[config.mk]
export PLATFORM = sky130hd
export DESIGN_NAME = can_bit_destuffer
export DESIGN_NICKNAME = d
export VERILOG_FILES = /design/src/rtl/can_pkg.sv /design/src/rtl/can_run_counter.sv /design/src/rtl/can_bit_destuffer.sv
export SDC_FILE = /design/constraint.sdc
export NUM_CORES = 1
export LEC_CHECK = 0
export ABC_CLOCK_PERIOD_IN_PS = 2000
export BUFFER_PORTS_ARGS = -buffer_cell sky130_fd_sc_hd__buf_2
export CAP_MARGIN = 40
export CORE_MARGIN = 10
export CORE_UTILIZATION = 40
export DETAILED_ROUTE_END_ITERATION = 10
export PLACE_DENSITY_LB_ADDON = 0.05
export SETUP_SLACK_MARGIN = 0.5
export SYNTH_ARGS = -nofsm -noshare
export SYNTH_HDL_FRONTEND = slang
export SYNTH_HIERARCHICAL = 1
export SYNTH_SLANG_ARGS = --single-unit
[constraint.sdc]
create_clock -name clock -period 2 [get_ports clock]
set_input_delay 0.1 -clock clock [delete_from_list [all_inputs] [get_ports clock]]
set_output_delay 0.1 -clock clock [all_outputs]
set_load 0.01 [all_outputs]
[src/rtl/can_pkg.sv]
// Shared CAN definitions: decoder states, bit-level constants
// and bus levels used by the destuffer, frame FSM and encoder.
package can_pkg;

  typedef enum logic [1:0] {
    ST_WAIT_IDLE,
    ST_IDLE,
    ST_FRAME,
    ST_ERROR
  } can_state_e;

  localparam int CAN_STUFF_LEN = 5;
  localparam int CAN_IDLE_BITS = 11;

  localparam logic CAN_RECESSIVE = 1'b1;
  localparam logic CAN_DOMINANT  = 1'b0;

endpackage

[src/rtl/can_run_counter.sv]
// Saturating run counter; clear and increment together restart
// the run at one.
module can_run_counter
  import can_pkg::*;
#(
  parameter int W   = 4,
  parameter int MAX = CAN_IDLE_BITS
) (
  input  logic         i_clk,
  input  logic         i_rst_n,
  input  logic         i_en,
  input  logic         i_clr,
  input  logic         i_inc,
  output logic [W-1:0] o_cnt
);

  logic [W-1:0] r_cnt;
  logic [W-1:0] w_base;
  logic [W-1:0] w_nxt;

  always_comb begin
    w_base = i_clr ? '0 : r_cnt;
    w_nxt  = w_base;
    if (i_inc && (w_base < W'(MAX)))
      w_nxt = w_base + 1'b1;
  end

  always_ff @(posedge i_clk or negedge i_rst_n) begin
    if (!i_rst_n)
      r_cnt <= '0;
    else if (i_en)
      r_cnt <= w_nxt;
  end

  assign o_cnt = r_cnt;

endmodule

[src/rtl/can_bit_destuffer.sv]
// CAN receive front end: idle/SOF tracking, stuff-bit removal and
// stuff-error detection feeding the CRC-15 checker.
module can_bit_destuffer
  import can_pkg::*;
#(
  parameter int STUFF_LEN = CAN_STUFF_LEN,
  parameter int IDLE_BITS = CAN_IDLE_BITS,
  parameter int CNT_W     = 8
) (
  input  logic             clock,
  input  logic             RESET_N,
  input  logic             SAMPLE,
  input  logic             RXBIT,
  input  logic             STUFF_EN,
  output logic             BITOUT,
  output logic             BITSTB,
  output logic             CRC_CLEAR,
  output logic             SOF,
  output logic             BUS_IDLE,
  output logic             STUFF_ERR,
  output logic [CNT_W-1:0] BITCNT
);

  localparam int RUN_W = $clog2(STUFF_LEN + 1);
  localparam int REC_W = $clog2(IDLE_BITS + 1);

  can_state_e r_state;
  can_state_e w_state_nxt;

  logic             r_last;
  logic             r_sof_pend;
  logic             r_bitout;
  logic             r_bitstb;
  logic             r_crc_clr;
  logic             r_sof;
  logic             r_stuff_err;
  logic [CNT_W-1:0] r_bitcnt;

  logic [RUN_W-1:0] w_run_cnt;
  logic [REC_W-1:0] w_rec_cnt;
  logic w_run_clr, w_run_inc;
  logic w_rec_clr, w_rec_inc;
  logic w_pass, w_sof, w_err;
  logic w_same, w_run_full, w_rec_hit;

  can_run_counter #(.W(RUN_W), .MAX(STUFF_LEN)) u_run (
    .i_clk   (clock),
    .i_rst_n (RESET_N),
    .i_en    (SAMPLE),
    .i_clr   (w_run_clr),
    .i_inc   (w_run_inc),
    .o_cnt   (w_run_cnt)
  );

  can_run_counter #(.W(REC_W), .MAX(IDLE_BITS)) u_rec (
    .i_clk   (clock),
    .i_rst_n (RESET_N),
    .i_en    (SAMPLE),
    .i_clr   (w_rec_clr),
    .i_inc   (w_rec_inc),
    .o_cnt   (w_rec_cnt)
  );

  assign w_same     = (RXBIT == r_last);
  assign w_run_full = (w_run_cnt == RUN_W'(STUFF_LEN));
  // This sample is the one that completes the idle run.
  assign w_rec_hit  = (RXBIT == CAN_RECESSIVE) &&
                      (w_rec_cnt >= REC_W'(IDLE_BITS - 1));

  always_ff @(posedge clock or negedge RESET_N) begin
    if (!RESET_N)
      r_state <= ST_WAIT_IDLE;
    else
      r_state <= w_state_nxt;
  end

  always_comb begin
    w_state_nxt = r_state;
    w_pass      = 1'b0;
    w_sof       = 1'b0;
    w_err       = 1'b0;
    w_run_clr   = 1'b0;
    w_run_inc   = 1'b0;
    w_rec_clr   = (RXBIT == CAN_DOMINANT);
    w_rec_inc   = (RXBIT == CAN_RECESSIVE);
    if (SAMPLE) begin
      unique case (r_state)
        ST_WAIT_IDLE, ST_ERROR: begin
          if (w_rec_hit)
            w_state_nxt = ST_IDLE;
        end
        ST_IDLE: begin
          if (RXBIT == CAN_DOMINANT) begin
            w_sof       = 1'b1;
            w_run_clr   = 1'b1;
            w_run_inc   = 1'b1;
            w_state_nxt = ST_FRAME;
          end
        end
        ST_FRAME: begin
          if (!STUFF_EN) begin
            w_pass    = 1'b1;
            w_run_clr = 1'b1;
            w_run_inc = 1'b1;
            if (w_rec_hit)
              w_state_nxt = ST_IDLE;
          end else if (!w_run_full) begin
            w_pass    = 1'b1;
            w_rec_clr = 1'b1;
            w_rec_inc = 1'b0;
            w_run_clr = !w_same;
            w_run_inc = 1'b1;
          end else if (!w_same) begin
            w_rec_clr = 1'b1;
            w_rec_inc = 1'b0;
            w_run_clr = 1'b1;
            w_run_inc = 1'b1;
          end else begin
            w_err       = 1'b1;
            w_rec_clr   = 1'b1;
            w_state_nxt = ST_ERROR;
          end
        end
        default: ;
      endcase
    end
  end

  always_ff @(posedge clock or negedge RESET_N) begin
    if (!RESET_N) begin
      r_last      <= CAN_RECESSIVE;
      r_sof_pend  <= 1'b0;
      r_bitout    <= 1'b0;
      r_bitstb    <= 1'b0;
      r_crc_clr   <= 1'b0;
      r_sof       <= 1'b0;
      r_stuff_err <= 1'b0;
      r_bitcnt    <= '0;
    end else begin
      r_sof_pend <= w_sof;
      r_crc_clr  <= w_sof;
      r_sof      <= w_sof;
      r_bitstb   <= w_pass | r_sof_pend;
      if (r_sof_pend)
        r_bitout <= CAN_DOMINANT;
      else if (w_pass)
        r_bitout <= RXBIT;
      if (w_sof)
        r_bitcnt <= '0;
      else if ((w_pass | r_sof_pend) && !(&r_bitcnt))
        r_bitcnt <= r_bitcnt + 1'b1;
      if (w_sof)
        r_stuff_err <= 1'b0;
      else if (w_err)
        r_stuff_err <= 1'b1;
      if (SAMPLE)
        r_last <= RXBIT;
    end
  end

  assign BITOUT    = r_bitout;
  assign BITSTB    = r_bitstb;
  assign CRC_CLEAR = r_crc_clr;
  assign SOF       = r_sof;
  assign BUS_IDLE  = (r_state == ST_IDLE);
  assign STUFF_ERR = r_stuff_err;
  assign BITCNT    = r_bitcnt;

endmodule

* Word level (Yosys, flattened, before mapping)
Index checks and enable logic that the tools add are counted.
Operators by class: reductions and logical operators 13, $lt $le $gt $ge 3, mux-type cells 45, add/subtract/negate cells 3, equality and inequality tests 8, bitwise operators 2
Operators by type and width (number):
- 1-bit two-way mux | 31
- 8-bit two-way mux | 2
- 2-bit two-way mux | 5
- 8-bit by 1-bit adder with 8-bit output, second input constant | 1
- 4-bit two-way mux | 2
- 8-bit AND reduction | 1
- 3-bit two-way mux | 2
- 3-bit != test, second input constant | 2
- 2-bit one-hot mux with 3 select lines | 1
- 2-bit nonzero test | 3
- 4-bit by 1-bit adder with 4-bit output, second input constant | 1
- 2-bit == test, second input constant | 2
- 4-bit greater-or-equal comparator, second input constant | 1
- 1-bit logical AND | 4
- 4-bit less-than comparator, second input constant | 1
- 1-bit one-hot mux with 2 select lines | 2
- 4-bit AND reduction | 1
- 3-bit by 1-bit adder with 3-bit output, second input constant | 1
- 3-bit == test, second input constant | 1
- 3-bit less-than comparator, second input constant | 1
- 2-bit by 1-bit == test with 1-bit output, second input constant | 1
- 1-bit logical NOT | 2
- 2-bit logical NOT | 1
- 2-bit != test, second input constant | 1
- 4 further kinds | 4
Storage, ports and cells: output and inout port bits 14, input port bits 5, flip-flop bits (word level) 22, logic and storage cells 83

* Logic depth before layout (Yosys ltp)
Gate-level depths: netlist of run 1.
depth after elaboration 10, mapped depth 10, depth with buffers taken out 9

* Modules after synthesis
Netlist of run 1, hierarchy kept.
By module, submodules not included:
- can_bit_destuffer | cells an instance 97, area an instance 957.2 µm², instances 1
- can_run_counter (u_rec) | cells an instance 28, area an instance 261.5 µm², instances 1
- can_run_counter (u_run) | cells an instance 24, area an instance 220.2 µm², instances 1

* Worst setup path after synthesis of run 1
OpenSTA, ideal clock, no wires.
kind reg-to-reg, start point register r_state[0], end point register u_rec.r_cnt[0], in the netlist u_rec/o_cnt[0], setup slack 98 ps, arrival 1816 ps, cell stages (with the launch flop) 11, setup time 87 ps, data required time 1913 ps, path buffers 1, cells stage by stage dfrtp_1 -> inv_1 -> ha_1 -> clkbuf_8 -> nand3_1 -> nand2_1 -> and2b_4 -> ha_1 -> nor2_1 -> o2111a_1 -> a211oi_2
On the way: cells in the longest elaborated chain, start to end 7
Ends and longest elaborated chain:
- from (decl) | RTL line can_bit_destuffer.sv:27 | can_state_e r_state;
- from (signal assigned) | RTL line can_bit_destuffer.sv:74 | r_state <= w_state_nxt;
- 2-bit == test * | RTL line can_bit_destuffer.sv:87 | unique case (r_state)
- 1-bit two-way mux * | RTL line can_bit_destuffer.sv:87
- 1-bit two-way mux * | RTL line can_bit_destuffer.sv:86 | if (SAMPLE) begin
- via w_rec_clr | RTL line can_bit_destuffer.sv:42 | logic w_rec_clr, w_rec_inc;
- 4-bit two-way mux * | RTL line can_run_counter.sv:22 | w_base = i_clr ? '0 : r_cnt;
- 4-bit less-than comparator | RTL line can_run_counter.sv:24 | if (i_inc && (w_base < W'(MAX)))
- 1-bit logical AND | RTL line can_run_counter.sv:24
- 4-bit two-way mux * | RTL line can_run_counter.sv:24
- to (signal assigned) | RTL line can_run_counter.sv:32 | r_cnt <= w_nxt;
- to (decl) | RTL line can_run_counter.sv:17 | logic [W-1:0] r_cnt;
The timed path passes the listed nets; every way through them passes the cells marked *. A chain may end at the register's enable or synchronous reset.

* Worst setup path in the final report of run 1
start point register r_last, end point register u_run.r_cnt[2], in the netlist u_run/o_cnt[2]
On the way: cells in the longest elaborated chain, start to end 10
Ends and longest elaborated chain:
- from (decl) | RTL line can_bit_destuffer.sv:30 | logic r_last;
- from (signal assigned) | RTL line can_bit_destuffer.sv:131 | r_last <= CAN_RECESSIVE;
- from (signal assigned) | RTL line can_bit_destuffer.sv:157 | r_last <= RXBIT;
- 1-bit == test * | RTL line can_bit_destuffer.sv:64 | assign w_same = (RXBIT == r_last);
- 1-bit two-way mux or 1-bit logical NOT (tied branches)
- 1-bit two-way mux * | RTL line can_bit_destuffer.sv:107 | end else if (!w_run_full) begin
- 1-bit two-way mux * | RTL line can_bit_destuffer.sv:101 | if (!STUFF_EN) begin
- 1-bit one-hot mux with 2 select lines * | RTL line can_bit_destuffer.sv:87
- 1-bit two-way mux * | RTL line can_bit_destuffer.sv:86
- via w_run_clr | RTL line can_bit_destuffer.sv:41 | logic w_run_clr, w_run_inc;
- 3-bit two-way mux * | RTL line can_run_counter.sv:22
- 3-bit less-than comparator | RTL line can_run_counter.sv:24
- 1-bit logical AND | RTL line can_run_counter.sv:24
- 3-bit two-way mux * | RTL line can_run_counter.sv:24
- to (signal assigned) | RTL line can_run_counter.sv:32
- to (decl) | RTL line can_run_counter.sv:17
Marked as above.

==> impl_metrics.env, run 1 <==
export IMPL_grt_pass1_vias=1363
export IMPL_fp_dieH_microns=79.98
export IMPL_skew_ns=0.01291
export IMPL_utilization_pct=63.52
export IMPL_grt_max_degree=23
export IMPL_hold_viol_final=0
export IMPL_dr_first_iter_drc_count=116
export IMPL_drive_gt1_share_pct=56.48
export IMPL_syn2layout_area_growth_pct=50.78
export IMPL_clock_root_buffer="clkbuf_4"
export IMPL_worstSetupStartpointType="flip-flop"
export IMPL_synthSimpleGateAreaFrac_pct=26.35
export IMPL_leakage_nw=0.8871
export IMPL_die_width_microns=79.98
export IMPL_yosys_cell_types_count=52
export IMPL_grt_antenna_before_repair=0
export IMPL_wl_met3_microns=190
export IMPL_place_congestion=0.8330
export IMPL_clk_pin_slew_ns=0.14
export IMPL_synth_compound_area_share_pct=21.83
export IMPL_period_needed_ns=1.765
export IMPL_syn_inst=149
export IMPL_status="finished clean"
export IMPL_vdd_ir_drop_max_uv=666.2
export IMPL_place_area_sq_mm=0.001632
export IMPL_grt_pass1_wl_microns=6403
export IMPL_grt_use_total_pct=12.10
export IMPL_cts_buffers_inserted=3
export IMPL_vias_per_cell=5.686
export IMPL_final_nets=205
export IMPL_dieArea_sq_mm=0.006396
export IMPL_cts_max_level=1
export IMPL_synth_top_family_by_area="simple AND/OR/NAND/NOR gates"
export IMPL_layout_cells_non_filler=239
export IMPL_cp_max_fo=4
export IMPL_fin_setup_tns_ns=0
export IMPL_synth_xor_area_share_pct=0
export IMPL_rows=21
export IMPL_setup_viol=0
export IMPL_synthArstFlopShare_pct=100.0
export IMPL_worstPathRequired_ns=2.23
export IMPL_post_dp_hpwl_microns=2353
export IMPL_holdCritPathClass="in2reg"
export IMPL_slew_headroom_pct=65.53
export IMPL_yosysWarningCount=6
export IMPL_drc_errors=0
export IMPL_finalInstanceArea_sq_mm=0.002170
export IMPL_grt_ovfl_total=0
export IMPL_synthMuxAreaShare_pct=2.174
export IMPL_initial_core_util_pct=42.12
export IMPL_vias=1359
export IMPL_ios=19
export IMPL_ys_ff_latch=22
export IMPL_maxCapViolCount=0
export IMPL_cts_buffer_depth=2
export IMPL_highest_layer="met4"
export IMPL_post_route_period_util_pct=88.27
export IMPL_routedWlPerCell_microns=16.49
export IMPL_antenna_cells=0
export IMPL_antenna_left=0
export IMPL_drt_met1_wl_microns=1744
export IMPL_post_synth_cell_area_avg_sq_um=9.657
export IMPL_synthAdderAreaFrac_pct=5.217
export IMPL_fmax_ghz=0.5665
export IMPL_core_area_sq_mm=0.003416
export IMPL_arrival_ns=2.00
export IMPL_rsz0062_at_grt="yes"
export IMPL_synth_fp_nets=160
export IMPL_wl_microns=3942
export IMPL_wl_met2_microns=1956
export IMPL_drv_slew=0
export IMPL_synth_top_flop_cell="dfrtp_1"
export IMPL_worstMarginPinSlew_ns=0.5171
export IMPL_dr_pass1_iters=4
export IMPL_yosysSeqAreaShare_pct=38.35
export IMPL_clkSinkCount=22
export IMPL_cp_end_kind="flip-flop"
export IMPL_insertion_delay_ns=0.32
export IMPL_worstSetupPathType="reg2reg"
export IMPL_netlist_area_sq_mm=0.001439
export IMPL_dp_cells=210
export IMPL_io_buffers=18
export IMPL_synth_edf_count=0
export IMPL_cts_tree="yes"
export IMPL_power_density_mw_per_mm2=1153
[registers in the layout, summed over array words and instances (netlist names), 2 cells and up]
signal / flops
BITCNT: 8
u_rec/o_cnt: 4
u_run/o_cnt: 3
r_state: 2
[area by class of cell]
type / instances / area, sq um
fillers: 275 / 1246
multi-input cells: 112 / 1141
flip-flops and latches: 22 / 558.0
repair buffers: 45 / 317.8
well taps: 46 / 57.56
inverters: 10 / 42.54
clock inverters: 1 / 30.03
clock buffers: 3 / 22.52
[where the power goes]
group | total [W] | switching, W | internal, W
clock | 0.000353 | 0.000150 | 0.000203
sequential | 0.000720 | 0.000154 | 0.000566
combinational | 0.00143 | 0.000699 | 0.000729
total | 0.00250 | 0.00100 | 0.00150
[per-stage QoR]
step | power, W | hold WS (ns) | worst slack, ns
2_1_floorplan | 0.001343 | -0.1956 | 0.2500
3_3_place_gp | 0.001516 | 0.1044 | 0.1793
3_5_place_dp | 0.001546 | 0.1105 | 0.1097
4_1_cts | 0.002302 | 0.1607 | 0.2559
5_1_grt | 0.002680 | 0.1692 | 0.1455
6_report | 0.002501 | 0.1772 | 0.2347
[path summary, 6_finish.rpt]
kind | start | to | slack (ns) | cells past startpoint
worst max-delay path | r_last | u_run/o_cnt[2] | 0.23 | 8
worst min register to register | BITOUT | BITOUT | 0.54 | 2
min in group asynchronous | RESET_N | u_rec/o_cnt[2] | 0.26 | 2
worst min-delay path | RXBIT | BITOUT | 0.18 | 3
worst max register to register | r_last | u_run/o_cnt[2] | 0.23 | 8
max in group asynchronous | RESET_N | u_run/o_cnt[2] | 1.35 | 2
[metal layers]
layer,vias up,track usage (%)
met3,8,3.941
met1,664,14.68
met4,0,3.169
met2,34,19.98
li1,653,-
met5,-,0
[layout by cell type (no fill, tap or decap), types with 3 or more instances in the layout]
cell and count:
o311ai_4 4, ha_4 4, buf_6 6, nand4b_1 3
o21ai_1 3, dfrtp_1 16, buf_2 18, inv_2 3
dfrtp_2 5, nand2b_4 4, buf_4 20, nor2b_1 3
a21oi_1 7, nor2_1 10, nand2_1 8, clkbuf_4 3
nand3_1 8, inv_1 6
[worst max-delay path, stage by stage, from the launching register on]
cell,delay [ns]
dfstp_2,0.58
ha_4,0.22
o21ai_4,0.14
a21oi_4,0.08
nor2b_1,0.13
ha_2,0.19
and2_4,0.17
o311ai_4,0.10
o221ai_2,0.09
[kinds of logic (layout without fill, tap and decap cells)]
group,count (synthesis),after routing
AND/OR/NAND/NOR,62,62
adder cells (fa/ha/maj),6,6
flip-flops,22,22
buffers and inverters,15,59
AO/OA/AOI/OAI,41,41
multiplexers,3,3
[timing repair]
item	in CTS	in global routing
resized for setup	40	23
setup buffers	20	4
setup endpoints to repair	17	19
hold buffers	1	0
hold endpoints to repair	21	0
cloned	0	0
pin swaps	10	11
[cells in the mapped netlist (3+ instances only)]
cell | count | area, sq um
a21oi_1 | 11 | 55.05
a31oi_1 | 3 | 18.77
dfrtp_1 | 21 | 525.5
ha_1 | 6 | 75.07
inv_1 | 8 | 30.03
nand2_1 | 9 | 33.78
nand2b_1 | 3 | 18.77
nand3_1 | 10 | 50.05
nand4b_1 | 3 | 26.28
nor2_1 | 13 | 48.80
nor2b_1 | 3 | 18.77
o21ai_0 | 7 | 35.03
o311ai_0 | 3 | 26.28
No activity file was read; power rests on OpenSTA's default activity.
==> run 2: changes to the inputs <==
CORE_UTILIZATION = 50   (was 40)
SYNTH_HIERARCHICAL = not set   (was 1)
==> impl_metrics.env, run 2 <==
export IMPL_seqPwrFrac_pct=30.2
export IMPL_worstSetupPathType="reg2reg"
export IMPL_post_synth_cell_area_avg_sq_um=9.699
export IMPL_min_path_cells=3
export IMPL_rsz0062_at_grt="yes"
export IMPL_crit_path_end="u_run.o_cnt[1]"
export IMPL_dr_pass1_iters=4
export IMPL_regArea_sq_um=551.8
export IMPL_clk_pin_slew_ns=0.14
export IMPL_fin_setup_tns_ns=0
export IMPL_antenna_cells=0
export IMPL_grt_use_total_pct=15.43
export IMPL_worstPathRequired_ns=2.23
export IMPL_grt_max_degree=23
export IMPL_clkSinkCount=22
export IMPL_drv_slew=0
export IMPL_cp_end_kind="flip-flop"
export IMPL_syn_inst=137
export IMPL_clkPwrFrac_pct=15.2
export IMPL_dr_first_iter_drc_count=93
export IMPL_initial_core_util_pct=53.15
export IMPL_yosysTopAreaCell="dfrtp_1"
export IMPL_final_nets=192
export IMPL_drive_gt1_share_pct=50.56
export IMPL_cts_buffers_inserted=3
export IMPL_worstSetupStartpoint="r_last"
export IMPL_final_common_cell="dfrtp_1"
export IMPL_yosys_cell_types_count=45
export IMPL_largest_reg_flops=8
export IMPL_die_width_microns=71.55
export IMPL_antenna_left=0
export IMPL_yosysMostFrequentCell="dfrtp_1"
export IMPL_hold_slack_ns=0.2042
export IMPL_worstMarginPinSlew_ns=0.5147
export IMPL_rows=18
export IMPL_arrival_ns=2.09
export IMPL_synth_top_flop_cell="dfrtp_1"
export IMPL_maxCapViolCount=0
export IMPL_synthArstFlopShare_pct=100.0
export IMPL_cp_max_fo=3
export IMPL_io_buffers=18
export IMPL_final_cell_mix="21 x dfrtp_1, 18 x buf_2, 14 x buf_4, 9 x nand2_1, 7 x buf_6"
export IMPL_drc_errors=0
export IMPL_power_frac_comb_pct=54.6
export IMPL_routedWlPerCell_microns=19.72
export IMPL_dieArea_sq_mm=0.005119
export IMPL_power_density_mw_per_mm2=1186
export IMPL_vdd_ir_drop_max_uv=1217
export IMPL_leakage_nw=0.9111
export IMPL_post_route_period_util_pct=92.99
export IMPL_clock_root_buffer="clkbuf_4"
export IMPL_core_area_sq_mm=0.002500
export IMPL_slew_headroom_pct=65.68
export IMPL_yosysSeqAreaShare_pct=41.53
export IMPL_synth_area_leaders="dfrtp_1 40%, ha_1 5.6%, a21oi_1 3.4%, o21ai_0 3.4%, and3_1 2.8%"
export IMPL_multiInputGateArea_sq_um=983.4
export IMPL_pre_cts_ws_ns=0.1208
export IMPL_grt_pass1_wl_microns=6534
export IMPL_vias=1344
export IMPL_fmax_ghz=0.5377
export IMPL_period_needed_ns=1.860
export IMPL_cts_tree="yes"
export IMPL_setup_viol=0
export IMPL_ys_ff_latch=22
export IMPL_netlist_area_sq_mm=0.001329
export IMPL_syn2layout_area_growth_pct=49.62
export IMPL_setup_slack_ns=0.1402
export IMPL_holdCritPathClass="in2reg"
export IMPL_place_congestion=0.8967
export IMPL_cts_max_level=1
export IMPL_reg2reg_to="u_run.o_cnt[1]"
export IMPL_hold_viol_final=0
export IMPL_skew_ns=0.004942
export IMPL_synth_commonest_cells="21 x dfrtp_1, 10 x nand2_1, 9 x a21oi_1, 9 x o21ai_0"
export IMPL_r2r_cells=7
export IMPL_yosysWarningCount=0
export IMPL_grt_pass1_vias=1310
export IMPL_p_switching_w=0.0009289
export IMPL_cts_buffer_depth=2
export IMPL_p_sw_share_pct=39.41
export IMPL_synth_edf_count=0
export IMPL_r2r_start="r_last"
export IMPL_intPower_w=0.001428
export IMPL_n_fill_cell=132
export IMPL_post_dp_hpwl_microns=2237
export IMPL_vias_per_cell=6.400
export IMPL_synth_fp_nets=148
export IMPL_worstSetupStartpointType="flip-flop"
export IMPL_insertion_delay_ns=0.32
export IMPL_grt_ovfl_total=0
export IMPL_reg2reg_slack_ns=0.14
export IMPL_status="finished clean"
export IMPL_grt_antenna_before_repair=0
export IMPL_ios=19
export IMPL_wl_microns=4142
export IMPL_yosysTopAreaCellShare_pct=39.55
export IMPL_fp_dieH_microns=71.55
run 2: logic make-up (layout without fill, tap and decap cells):
family / count (synthesis) / in the layout / share of synthesized area [%]
adders and majority gates: 6 / 6 / 5.650
buffers and inverters: 13 / 55 / 4.896
and+or+nand+nor: 52 / 52 / 23.07
AOI/OAI and AO/OA: 39 / 40 / 21.09
muxes: 4 / 4 / 3.107
DFF: 22 / 22 / 41.53
xor gates and xnor gates: 1 / 1 / 0.6593
run 2: stage by stage:
stage               cell area, sq um  power (W)  std cells  utilization (%)
global route                    1988   0.002468        210            79.53
CTS                             1912   0.002190        207            76.48
floorplan                       1421   0.001252        137                -
finish                          1988   0.002357        210            79.53
detailed placement              1511   0.001428        181            60.46
global placement                1511   0.001401        181            60.46
run 2: per-layer routing:
layer | GRT usage, % | vias to the layer above | share of wire (%)
met4 | 4.731 | 0 | 0.92
met3 | 3.168 | 6 | 7.2
li1 | - | 602 | -
met5 | 0 | - | 0
met2 | 25.29 | 60 | 48
met1 | 19.74 | 676 | 44
run 2: how the worst min path moves through the flow:
stage,endpoint,startpoint
2_1_floorplan,BITCNT[0],RESET_N
3_3_place_gp,r_state[1],RESET_N
3_5_place_dp,r_state[1],RESET_N
4_1_cts,u_rec.o_cnt[2],SAMPLE
5_1_grt,BITOUT,RXBIT
6_report,BITOUT,RXBIT
run 2: cell type report:
cell class,count,area share (%)
Multi-Input combinational cell,103,49.46
Clock inverter,1,1.510
Timing Repair Buffer,42,16.30
Inverter,9,1.951
Tap cell,30,1.888
Clock buffer,3,1.133
Sequential cell,22,27.75
run 2: repair_timing:
action	in CTS	in global routing
hold buffers	1	0
pin swaps	16	5
hold endpoints to repair	21	0
resized for setup	27	12
endpoints found under the setup margin	18	19
setup buffers	20	3
cloned	1	0
run 2: worst max-delay path, cell delays in order (launching register included):
cell      delay (ns)
dfstp_2         0.58
ha_4            0.20
nand2b_4        0.15
a21oi_4         0.14
nor2_2          0.07
nor2b_1         0.13
ha_1            0.24
mux2_2          0.25
run 2: power groups by stage:
| stage | Sequential (W) | Combinational [W] | Clock [W] |
|---|---|---|---|
| 6_report | 0.000711 | 0.00129 | 0.000358 |
| 3_3_place_gp | 0.000688 | 0.000713 | 0 |
| 3_5_place_dp | 0.000698 | 0.000730 | 0 |
| 5_1_grt | 0.000722 | 0.00138 | 0.000370 |
| 2_1_floorplan | 0.000695 | 0.000556 | 0 |
| 4_1_cts | 0.000697 | 0.00114 | 0.000355 |
